<file path="src/rtl/counter_pkg.sv">
// rtl/counter_pkg.sv - shared mode constants and parameter legality check for counter_mod_n
package counter_pkg;

   localparam int MODE_DIRECT = 0;
   localparam int MODE_BOUNCE = 1;

   function automatic bit params_legal(input int     width,
                                       input longint modulus,
                                       input int     mode,
                                       input int     saturate,
                                       input longint reset_value);
      bit ok;
      ok = (width >= 2) && (width <= 32);
      ok = ok && (modulus >= 2) && (modulus <= (longint'(1) << width));
      ok = ok && ((mode == MODE_DIRECT) || (mode == MODE_BOUNCE));
      ok = ok && ((saturate == 0) || (saturate == 1));
      ok = ok && (reset_value >= 0) && (reset_value < modulus);
      return ok;
   endfunction

endpackage

</file>
<file path="src/rtl/counter_step.sv">
// rtl/counter_step.sv - next-count, next-direction and end detection for counter_mod_n
module counter_step
   import counter_pkg::*;
#(
   parameter int     WIDTH    = 8,
   parameter longint MODULUS  = 200,
   parameter int     MODE     = MODE_DIRECT,
   parameter int     SATURATE = 0
) (
   input  logic [WIDTH-1:0] count,
   input  logic             dir_up,
   output logic [WIDTH-1:0] next_count,
   output logic             next_dir_up,
   output logic             at_end
);

   localparam int             EW  = WIDTH + 1;
   localparam logic [WIDTH:0] TOP = EW'(MODULUS - 1);

   // One spare bit keeps MODULUS = 2^WIDTH arithmetic free of overflow.
   logic [WIDTH:0] cur;
   logic [WIDTH:0] inc;
   logic [WIDTH:0] dec;
   logic [WIDTH:0] nxt;
   logic           unused_msb;

   always_comb begin
      cur         = {1'b0, count};
      inc         = cur + EW'(1);
      dec         = cur - EW'(1);
      at_end      = dir_up ? (cur == TOP) : (cur == '0);
      nxt         = dir_up ? inc : dec;
      next_dir_up = dir_up;
      if (at_end) begin
         if (MODE == MODE_BOUNCE) begin
            nxt         = dir_up ? dec : inc;
            next_dir_up = ~dir_up;
         end else if (SATURATE != 0) begin
            nxt = cur;
         end else begin
            nxt = dir_up ? '0 : TOP;
         end
      end
   end

   assign next_count = nxt[WIDTH-1:0];
   assign unused_msb = nxt[WIDTH];

endmodule

</file>
<file path="src/rtl/counter_mod_n.sv">
// rtl/counter_mod_n.sv - modulo-N counter with direct/bounce modes, wrap/saturate and cascade carry
module counter_mod_n
   import counter_pkg::*;
#(
   parameter int     WIDTH       = 8,
   parameter longint MODULUS     = 200,
   parameter int     MODE        = MODE_DIRECT,
   parameter int     SATURATE    = 0,
   parameter longint RESET_VALUE = 0
) (
   input  logic             i_CLOCK_POS,
   input  logic             i_RESET_POS,
   input  logic             i_BIT_ENABLE,
   input  logic             i_BIT_UP,
   input  logic             i_BIT_CLEAR,
   input  logic             i_BIT_LOAD,
   input  logic [WIDTH-1:0] i_VECTOR_LOAD,
   output logic [WIDTH-1:0] o_VECTOR_OUT,
   output logic             o_BIT_TERMINAL,
   output logic             o_BIT_EVENT,
   output logic             o_BIT_DIR_UP
);

   localparam int               EW      = WIDTH + 1;
   localparam logic [WIDTH:0]   TOP     = EW'(MODULUS - 1);
   localparam logic [WIDTH-1:0] RST_CNT = WIDTH'(RESET_VALUE);

   if (!params_legal(WIDTH, MODULUS, MODE, SATURATE, RESET_VALUE)) begin : g_illegal_params
      $error("counter_mod_n: illegal parameter set");
   end

   logic [WIDTH-1:0] count_q;
   logic [WIDTH-1:0] step_count;
   logic [WIDTH-1:0] load_value;
   logic             dir_q;
   logic             dir_eff;
   logic             step_dir;
   logic             at_end;
   logic             terminal;
   logic             event_q;

   assign dir_eff = (MODE == MODE_BOUNCE) ? dir_q : i_BIT_UP;

   counter_step #(
      .WIDTH    (WIDTH),
      .MODULUS  (MODULUS),
      .MODE     (MODE),
      .SATURATE (SATURATE)
   ) u_step (
      .count       (count_q),
      .dir_up      (dir_eff),
      .next_count  (step_count),
      .next_dir_up (step_dir),
      .at_end      (at_end)
   );

   assign load_value = ({1'b0, i_VECTOR_LOAD} > TOP) ? TOP[WIDTH-1:0] : i_VECTOR_LOAD;
   assign terminal   = i_BIT_ENABLE & at_end & ~i_BIT_CLEAR & ~i_BIT_LOAD;

   always_ff @(posedge i_CLOCK_POS or posedge i_RESET_POS) begin
      if (i_RESET_POS) begin
         count_q <= RST_CNT;
         dir_q   <= 1'b1;
         event_q <= 1'b0;
      end else begin
         event_q <= terminal;
         if (i_BIT_CLEAR) begin
            count_q <= '0;
            dir_q   <= 1'b1;
         end else if (i_BIT_LOAD) begin
            count_q <= load_value;
         end else if (i_BIT_ENABLE) begin
            count_q <= step_count;
            dir_q   <= step_dir;
         end
      end
   end

   assign o_VECTOR_OUT   = count_q;
   assign o_BIT_TERMINAL = terminal;
   assign o_BIT_EVENT    = event_q;
   assign o_BIT_DIR_UP   = dir_eff;

endmodule
</file>
<file path="config.mk">
export PLATFORM = sky130hd
export DESIGN_NAME = counter_mod_n
export DESIGN_NICKNAME = d
export VERILOG_FILES = /design/src/rtl/counter_pkg.sv /design/src/rtl/counter_step.sv /design/src/rtl/counter_mod_n.sv
export SDC_FILE = /design/constraint.sdc
export NUM_CORES = 1
export LEC_CHECK = 0
export ABC_AREA = 1
export CAP_MARGIN = 20
export CORE_ASPECT_RATIO = 1.5
export CORE_UTILIZATION = 50
export CTS_BUF_LIST = sky130_fd_sc_hd__clkbuf_4
export CTS_CLUSTER_SIZE = 16
export DETAILED_ROUTE_END_ITERATION = 10
export MAX_ROUTING_LAYER = met4
export PLACE_DENSITY_LB_ADDON = 0.3
export SLEW_MARGIN = 20
export SYNTH_ARGS = -nofsm -noshare
export SYNTH_HDL_FRONTEND = slang
export SYNTH_HIERARCHICAL = 1
export SYNTH_SLANG_ARGS = --single-unit
</file>
<file path="constraint.sdc">
create_clock -name i_CLOCK_POS -period 2.2 [get_ports i_CLOCK_POS]
set_input_delay 0.66 -clock i_CLOCK_POS [delete_from_list [all_inputs] [get_ports i_CLOCK_POS]]
set_output_delay 0.66 -clock i_CLOCK_POS [all_outputs]
set_load 0.005 [all_outputs]
</file>
==> results of run 1 <==
[through the flow]
| stage | std cells | hold WS, ns | TNS [ns] | utilization (%) | worst slack (ns) |
|---|---|---|---|---|---|
| after floorplan | 151 | 0.4879 | 0 | - | 0.1503 |
| after global placement | 221 | 0.5648 | -4.111 | 77.58 | -0.7376 |
| after detailed placement | 221 | 0.5653 | -4.612 | 77.58 | -0.7996 |
| after CTS | 234 | 0.5993 | -0.02143 | 85.51 | -0.01100 |
[routing by layer]
| layer | track usage, % | overflow |
|---|---|---|
| met1 | 51.82 | 0 |
| met2 | 79.06 | 0 |
| met3 | 34.80 | 0 |
| met4 | 63.78 | 6 |
| met5 | - | - |
[what timing repair did]
item | in CTS
pin swaps | 9
setup endpoints to repair | 8
buffers inserted | 9
gates resized for setup | 22
==> run_results.csv, run 1 <==
group,metric,value,unit
outcome,status,"aborted with a tool error",
outcome,lastStage,"global routing",
outcome,error,"[ERROR GRT-0232] Routing congestion too high. Check the congestion heatmap in the GUI.",
grt,gr-total-overflow,6,
timing,grt_repair_worst_endpoint,"o_BIT_TERMINAL",
floorplan,initial_core_util,52.97,%
synth,syn_nets,172,
grt,grt_max_degree,10,
floorplan,std_cell_rows,19,
place,io_buffers,24,
clock_tree,clock_sinks,9,
clock_tree,ctsHoldBuffers,0,
place,dp_hpwl,2362,microns
place,post_dp_cell_area,1420,sq um
floorplan,fp.dieW,37.96,microns
clock_tree,root_buffer,"clkbuf_4",
clock_tree,cts.path.max_buffers,2,
synth,postSynthAreaPerCell,6.422,sq um
grt,grt_usage,59.22,%
clock_tree,ctsHtreeMaxLevel,1,
clock_tree,cts_buffers,3,
timing,endpoint_type,"output port",
floorplan,die_h,55.94,microns
synth,synth_cells,151,
place,finalWeightedCongestion,0.8662,
synth,syn_area,969.7,sq um
floorplan,ios,25,
synth,ys_warn_count,6,
==> inputs of run 2 (changes only) <==
CORE_AREA = 2 2 63 65   (was unset)
CORE_ASPECT_RATIO = unset   (was 1.5)
CORE_UTILIZATION = unset   (was 50)
CTS_BUF_LIST = unset   (was sky130_fd_sc_hd__clkbuf_4)
CTS_CLUSTER_SIZE = unset   (was 16)
DIE_AREA = 0 0 65 67   (was unset)
MAX_ROUTING_LAYER = unset   (was met4)
PLACE_DENSITY_LB_ADDON = 0.15   (was 0.3)
==> run 2 against run 1 <==
The run now ends clean. Synthesized area did not move. Synthesized cell count did not move.
==> run_results.csv, run 2 <==
group,metric,value,unit
place,io_buffers,24,
pwr,p_total,0.8206,mW
pwr,swShare,35.00,%
place,finalWeightedCongestion,0.8100,
worst_setup_path,worstPathRequired,2.31,ns
timing,fmax,0.4599,GHz
detailed_routing,drc,0,
timing,fin_skew,0.0005503,ns
clock_tree,cts.path.max_buffers,2,
timing,tns,0,ns
floorplan,initial_core_util,26.89,%
flow_run,drv_cap,0,
timing,period_share,98.84,%
min_path,min_to,"o_VECTOR_OUT[7]",
clock_tree,ctsHoldBuffers,0,
pwr,p_per_area,514.4,nW/um^2
finish,diodes,0,
grt,antenna_found_initial,0,
finish,layout_common_cells,"nand2_1 (53), buf_4 (24), nor2_1 (20), clkdlybuf4s50_1 (20), inv_1 (14)",
finish,fin_nets,225,
clock_tree,tritoncts,"built",
synth,postSynthAreaPerCell,6.422,sq um
finish,multi_input_area,732.0,sq um
grt,grt_pass1_vias,990,
floorplan,die_h,67,microns
clock_tree,ctsHtreeMaxLevel,1,
floorplan,std_cell_rows,22,
synth,syn_nets,172,
finish,drive_gt1_share,28.57,%
finish,nFillCells,382,
timing,hold_viol,0,
timing,grt_setup_unrepaired,"yes",
finish,largest_reg_flops,8,
worst_setup_path,end_kind,"register",
finish,area_growth,64.52,%
grt,use_met3,0,%
worst_setup_path,crit_type,"in -> reg",
synth,ys_warn_count,6,
pwr,p_int,0.5334,mW
grt,grt_pass1_wl,4319,microns
clock_tree,root_buffer,"clkbuf_8",
worst_setup_path,crit_path_start_kind,"primary input",
detailed_routing,vias_per_cell,4.195,
timing,fin_ws,0.02550,ns
synth,syn_area,969.7,sq um
min_path,hp-start,"o_VECTOR_OUT[7]",
grt,top_usage_layer,"met2",
synth,synth_cells,151,
min_path,hold_class,"reg -> reg",
worst_setup_path,r2r_start,"o_VECTOR_OUT[1]",
detailed_routing,vias,1053,
timing,slew_violations,0,
detailed_routing,drt-initial-drc-count,17,
grt,grt_max_degree,10,
floorplan,core-area,3606,sq um
place,dp_hpwl,2213,microns
detailed_routing,drt_wl_total,2622,microns
clock_tree,clock_latency,0.23,ns
timing,worst_slew_pin_slew,0.3613,ns
place,place_ws,-0.7881,ns
worst_setup_path,worstPathMaxFanout,5,
worst_setup_path,rr_endpoint,"o_VECTOR_OUT[6]",
finish,regArea,226.5,sq um
floorplan,dieArea,4355,sq um
clock_tree,cts_buffers,3,
timing,period_needed,2.174,ns
pwr,combPwrFrac,51.9,%
floorplan,ios,25,
floorplan,fp.dieW,65,microns
detailed_routing,avgRoutedWirePerCell,10.45,microns
grt,grt_usage,12.84,%
grt,grt_use_met2,23.20,%
clock_tree,clkTransAtPathRegs,0.05,ns
pwr,max-vdd-ir-drop,240.6,uV
timing,max_slew_margin,75.89,%
timing,setup_viol,0,
detailed_routing,ant_nets,0,
detailed_routing,dr.pass1.iters,4,
pwr,power.leakage,0.8105,nW
worst_setup_path,r2r_cells,11,
finish,layout_commonest_cell,"nand2_1",
timing,worst_hold_slack,0.5600,ns
clock_tree,clock_sinks,9,
pwr,clock_power_share,23.5,%
grt,gr-total-overflow,0,
pwr,power.switching,0.2872,mW
grt,met1_usage,15.83,%
outcome,status,"finished, final reports clean",
pwr,seqPwrFrac,24.5,%
worst_setup_path,reg2reg_setup_slack,0.28,ns
min_path,hold_depth,2,
worst_setup_path,cp.arrival,2.29,ns
==> run 2: how the worst max path moves through the flow <==
stage	startpoint	endpoint	slack, ns	depth (start not counted)
CTS	i_BIT_UP	o_VECTOR_OUT[6]	0.0003	13
global placement	i_BIT_UP	o_BIT_TERMINAL	-0.78	10
detailed placement	i_BIT_UP	o_BIT_TERMINAL	-0.79	10
finish	i_BIT_UP	o_VECTOR_OUT[6]	0.03	13
floorplan	i_BIT_UP	o_VECTOR_OUT[6]	0.15	10
global route	i_BIT_UP	o_VECTOR_OUT[7]	-0.10	15
==> run 2: metal layers <==
metal  vias up  routed length, microns
li1        571                       -
met1       456                    1207
met2        24                    1288
met3         2                      98
met4         0                      27
met5         -                       0
==> run 2: cell type report <==
cell class / instances / area share (%)
clock buffers: 4 / 2.824
inverters: 18 / 4.941
multi-input cells: 122 / 45.88
flip-flops and latches: 9 / 14.20
well taps: 48 / 3.765
repair buffers: 50 / 28.39
==> run 2: power groups by stage <==
stage	Combinational, mW	Clock [mW]	Sequential, mW
5_1_grt	0.481	0.203	0.205
6_report	0.426	0.193	0.201
3_3_place_gp	0.384	0	0.203
2_1_floorplan	0.203	0	0.208
4_1_cts	0.413	0.199	0.201
3_5_place_dp	0.387	0	0.204
==> run 2: worst max-delay path: stages <==
cell and delay [ns]:
buf_8 0.08, buf_6 0.09, clkinvlp_4 0.16, buf_12 0.19, ha_4 0.22, or2_1 0.22
nand3b_1 0.10, nand3b_1 0.09, nand3_2 0.07, nand2_1 0.05, or2_0 0.21, o21ai_1 0.07
o21ai_1 0.08
==> run 2: what timing repair did <==
item | in CTS | in global routing
buffers inserted | 2 | 1
resized for setup | 16 | 15
hold endpoints to repair | 0 | 0
cloned | 0 | 0
pin swaps | 3 | 14
endpoints found under the setup margin | 9 | 5
==> run 2: per-stage QoR <==
step,instance area [sq um],cells,utilization (%)
floorplan,969.7,151,-
global placement,1424,244,39.49
detailed placement,1424,244,39.49
CTS,1536,250,42.61
global route,1595,251,44.24
finish,1595,251,44.24
No activity file was read; power rests on OpenSTA's default activity.
==> edit 1, RTL diff (settings of run 2) <==
`SATURATE` is set to 0 in 2 places; all go to 1.
--- a/src/rtl/counter_step.sv
+++ b/src/rtl/counter_step.sv
@@ -5,7 +5,7 @@
    parameter int     WIDTH    = 8,
    parameter longint MODULUS  = 200,
    parameter int     MODE     = MODE_DIRECT,
-   parameter int     SATURATE = 0
+   parameter int     SATURATE = 1
 ) (
    input  logic [WIDTH-1:0] count,
    input  logic             dir_up,
--- a/src/rtl/counter_mod_n.sv
+++ b/src/rtl/counter_mod_n.sv
@@ -5,7 +5,7 @@
    parameter int     WIDTH       = 8,
    parameter longint MODULUS     = 200,
    parameter int     MODE        = MODE_DIRECT,
-   parameter int     SATURATE    = 0,
+   parameter int     SATURATE    = 1,
    parameter longint RESET_VALUE = 0
 ) (
    input  logic             i_CLOCK_POS,
Check against the original RTL: not equivalent (Yosys sat finds a counterexample within 4 cycles, from zero or initial values and one cycle with i_RESET_POS high).
==> edit 1 against run 2 <==
- global-route usage up 0.79 points
- sequential cell count unchanged
- critical path depth down 9
- total power up 3.0%
- clock skew up 0.0038 ns
- die area unchanged
- first-iteration DRC count up 120%
- synthesized cell count up 2.0%
- synthesized area up 1.5%
- design area up 3.1%
- wire length up 7.6%
- cell count up 3.2%
- setup slack better by 0.082 ns
- sequential share of layout area down 0.50 points
==> edit 1: results (changes against run 2) <==
Max reg flops -> 8 (unchanged)
Iteration-0 DRC count of the detailed router -> 37 (was 17)
Biggest cell delay along the critical path -> 0.48 ns (was 0.22 ns)
CP max-delay cell -> clkdlybuf4s50_1 (was ha_4)
R2r setup slk -> 0.29 ns
Worst clock skew -> 0.00439 ns (was 0.000550 ns)
Hold wc startpoint -> o_VECTOR_OUT[2]$_DFFE_PP0P_ (was o_VECTOR_OUT[7]$_DFFE_PP0P_)
Clock buffer count from CTS -> 3 (unchanged)
R2R Path Start -> o_VECTOR_OUT[0]$_DFFE_PP0P_ (was o_VECTOR_OUT[1]$_DFFE_PP0P_)
Worst slew pin tran -> 0.355 ns (was 0.361 ns)
Setup violators final -> 0 (unchanged)
Hold EP -> o_VECTOR_OUT[2]$_DFFE_PP0P_ (was o_VECTOR_OUT[7]$_DFFE_PP0P_)
Synth Net Count -> 175 (was 172)
IO buf count -> 24 (unchanged)
Peak supply drop -> 0.145 mV (was 0.241 mV)
CP max FO -> 2 (was 5)
GRT Total Usage -> 0.136 (was 0.128)
Antenna Cells -> 0 (unchanged)
Gp weighted congestion -> 0.781 (was 0.810)
Root Buffer -> clkbuf_8 (unchanged)
Status -> completed (unchanged)
DP Area -> 1480 um2 (was 1420 um2)
Worst EP arrival -> 1.43 ns (was 2.29 ns)
Number of global-route vias before repair -> 1073 (was 990)
First-pass GRT wire length -> 4.62 mm (was 4.32 mm)
Static leakage -> 0.828 nW (was 0.811 nW)
Share of layout cells above drive strength 1 -> 0.294 (was 0.286)
Setup total negative slack -> 0 ns (unchanged)
Cell family with most CP delay -> buffers and inverters (was simple AND/OR/NAND/NOR gates)
Filler Cells Inserted -> 368 (was 382)
Remaining antenna violation count -> 0 (unchanged)
Vias per std cell -> 4.39 (was 4.20)
Final Hold Slack -> 0.567 ns (was 0.560 ns)
Final net count -> 233 (was 225)
Dpl hpwl -> 2.29 mm (was 2.21 mm)
R2r endpoint -> o_VECTOR_OUT[6]$_DFFE_PP0P_ (unchanged)
WHS Path Cells -> 2 (unchanged)
Routed length per instance -> 10.9 um (was 10.4 um)
==> edit 1: timing repair <==
action	in CTS	in global routing
buffers inserted	2	0
pin swaps	2	2
resized for setup	11	12
endpoints found under the setup margin	8	7
==> edit 1: worst max-delay path by stage <==
stage | startpoint | slack (ns) | depth (start not counted) | to
floorplan | i_BIT_UP | 0.21 | 10 | o_VECTOR_OUT[7]$_DFFE_PP0P_
global placement | i_BIT_UP | -0.64 | 8 | o_BIT_TERMINAL
detailed placement | i_BIT_UP | -0.65 | 8 | o_BIT_TERMINAL
CTS | i_BIT_UP | 0.02 | 12 | o_VECTOR_OUT[7]$_DFFE_PP0P_
global route | o_VECTOR_OUT[7]$_DFFE_PP0P_ | 0.01 | 8 | o_BIT_TERMINAL
finish | i_BIT_ENABLE | 0.11 | 4 | o_BIT_TERMINAL
==> edit 1: layer usage <==
layer  up-vias  part of all wire  global-route usage
met5         -                 0                   0
met4         0            0.0096              0.0319
met3         4             0.038              0.0152
met2        23              0.49               0.245
met1       510              0.46               0.174
li1        600                 -                   -
==> edit 1: stage by stage <==
stage	power [mW]	instances	setup WS, ns
3_3_place_gp	0.604	253	-0.643
6_report	0.845	259	0.107
3_5_place_dp	0.607	253	-0.648
4_1_cts	0.824	259	0.0237
5_1_grt	0.909	259	0.0109
2_1_floorplan	0.411	154	0.213
==> edit 1: where the power goes <==
part           switching [mW]  internal [mW]  leakage (nW)
Sequential             0.0168          0.182         0.119
Clock                  0.0701          0.127        0.0228
Combinational           0.212          0.238         0.687
Total                   0.299          0.547         0.828
==> edit 1: final cells by class <==
type	instances	area, um2	share of cell area
inverters	14	60.1	0.0365
flip-flops and latches	9	225	0.137
multi-input cells	129	785	0.477
repair buffers	55	469	0.285
well taps	48	60.1	0.0365
clock buffers	4	45.0	0.0274
==> edit 2, RTL diff (config.mk and constraints of run 2) <==
Made on the original files. Register the outputs `o_BIT_TERMINAL` and `o_BIT_DIR_UP`, cleared by the reset; this adds one clock of latency there. The other outputs are not delayed to match.
--- a/src/rtl/counter_mod_n.sv
+++ b/src/rtl/counter_mod_n.sv
@@ -77,8 +77,15 @@
    end
 
    assign o_VECTOR_OUT   = count_q;
-   assign o_BIT_TERMINAL = terminal;
    assign o_BIT_EVENT    = event_q;
-   assign o_BIT_DIR_UP   = dir_eff;
+   always_ff @(posedge i_CLOCK_POS or posedge i_RESET_POS) begin
+      if (i_RESET_POS) begin
+         o_BIT_TERMINAL <= '0;
+         o_BIT_DIR_UP   <= '0;
+      end else begin
+         o_BIT_TERMINAL <= terminal;
+         o_BIT_DIR_UP   <= dir_eff;
+      end
+   end
 
 endmodule
Check against the original RTL: not equivalent (a bounded check fails within 4 cycles, from zero or initial values and one cycle with i_RESET_POS high).
==> edit 2 against run 2 <==
- worst hold slack better by 0.052 ns
- largest cell class unchanged
- design area is 6.5% lower
- first-iteration DRC count grew to 2.6 times the old value
- via count is 0.76% lower
- total power is 2.5% lower
- count of clock-buffer cells in the layout is 1 lower
- critical path depth is 1 lower
- setup slack better by 0.19 ns
- wire length is 2.2% higher
- synthesized area is 2.6% higher
- sequential cell count is 1 higher
- fmax is 9.8% higher
- utilization is 2.9 points lower
==> edit 2: results (changes against run 2) <==
Worst clock skew -> 0.00379 ns (was 0.000550 ns)
Static leakage -> 0.735 nW (was 0.811 nW)
Vias per std cell -> 4.37 (was 4.20)
Synth Net Count -> 173 (was 172)
Dpl hpwl -> 2.21 mm (about the same)
GRT Total Usage -> 0.137 (was 0.128)
Number of global-route vias before repair -> 1006 (was 990)
Status -> completed (unchanged)
CP max-delay cell -> fa_2 (was ha_4)
CP max FO -> 7 (was 5)
Relative slew slack -> 0.745 (was 0.759)
Met3 wire len -> 86 um (was 98 um)
F_max -> 505 MHz (was 460 MHz)
Final Hold Slack -> 0.612 ns (was 0.560 ns)
Filler Cells Inserted -> 397 (was 382)
Root Buffer -> clkbuf_8 (unchanged)
Met2 routed WL -> 1.34 mm (was 1.29 mm)
Share of layout cells above drive strength 1 -> 0.199 (was 0.286)
WL met1 -> 1.23 mm (was 1.21 mm)
R2r setup slk -> 0.40 ns (was 0.28 ns)
Reg2Reg Depth -> 10 (was 11)
Iteration-0 DRC count of the detailed router -> 44 (was 17)
Gp weighted congestion -> 0.818 (was 0.810)
Initial Util -> 0.276 (was 0.269)
Pin count of the biggest net entering global routing -> 11 (was 10)
R2R Path Start -> o_VECTOR_OUT[1]$_DFFE_PP0P_ (unchanged)
Routed length per instance -> 11.2 um (was 10.4 um)
Pre-CTS setup slack -> -0.460 ns (was -0.788 ns)
Biggest cell delay along the critical path -> 0.37 ns (was 0.22 ns)
Worst EP arrival -> 2.09 ns (was 2.29 ns)
Final net count -> 214 (was 225)
[edit 2: cell count changes in the layout (fill, tap and decap cells not counted), moves of 3 or more]
cell / run 2 / this run
buf_4: 24 / 14
clkdlybuf4s50_1: 20 / 23
nand2_1: 53 / 56
nand2_2: 4 / 1
nand3_1: 7 / 10
nand3_2: 4 / 1
[edit 2: layout make-up]
class,count,area (um2),area share
Clock buffer,3,41.3,0.0277
Inverter,18,80.1,0.0537
Tap cell,48,60.1,0.0403
Sequential cell,10,250,0.168
Timing Repair Buffer,38,340,0.228
Multi-Input combinational cell,122,719,0.482
[edit 2: stage by stage]
| step | setup TNS, ns | cell area, um2 | power (mW) | cells |
|---|---|---|---|---|
| 2_1_floorplan | 0 | 995 | 0.431 | 152 |
| 3_3_place_gp | -2.19 | 1380 | 0.590 | 236 |
| 3_5_place_dp | -2.35 | 1380 | 0.592 | 236 |
| 4_1_cts | 0 | 1470 | 0.798 | 239 |
| 5_1_grt | 0 | 1490 | 0.868 | 239 |
| 6_report | 0 | 1490 | 0.800 | 239 |
[edit 2: metal layers]
metal / global-route usage / vias up
met1: 0.177 / 473
met3: 0.0220 / 4
li1: - / 546
met2: 0.237 / 22
met4: 0.0319 / 0
met5: 0 / -
[edit 2: tightest hold or removal path, cell delays in order (launching register included)]
cell and delay (ns):
dfrtp_1 0.43, nand2_1 0.09, o21ai_1 0.06
[edit 2: power breakdown]
part           switching, mW  total (mW)  internal, mW  leakage, nW
sequential            0.0346       0.237         0.202        0.130
clock                 0.0655       0.185         0.119       0.0216
combinational          0.181       0.378         0.197        0.584
total                  0.281       0.800         0.519        0.735
[edit 2: repair_timing]
action / in CTS / in global routing
hold endpoints to repair: 0 / 0
resized for setup: 8 / 5
endpoints found under the setup margin: 6 / 2
setup buffers: 0 / 0
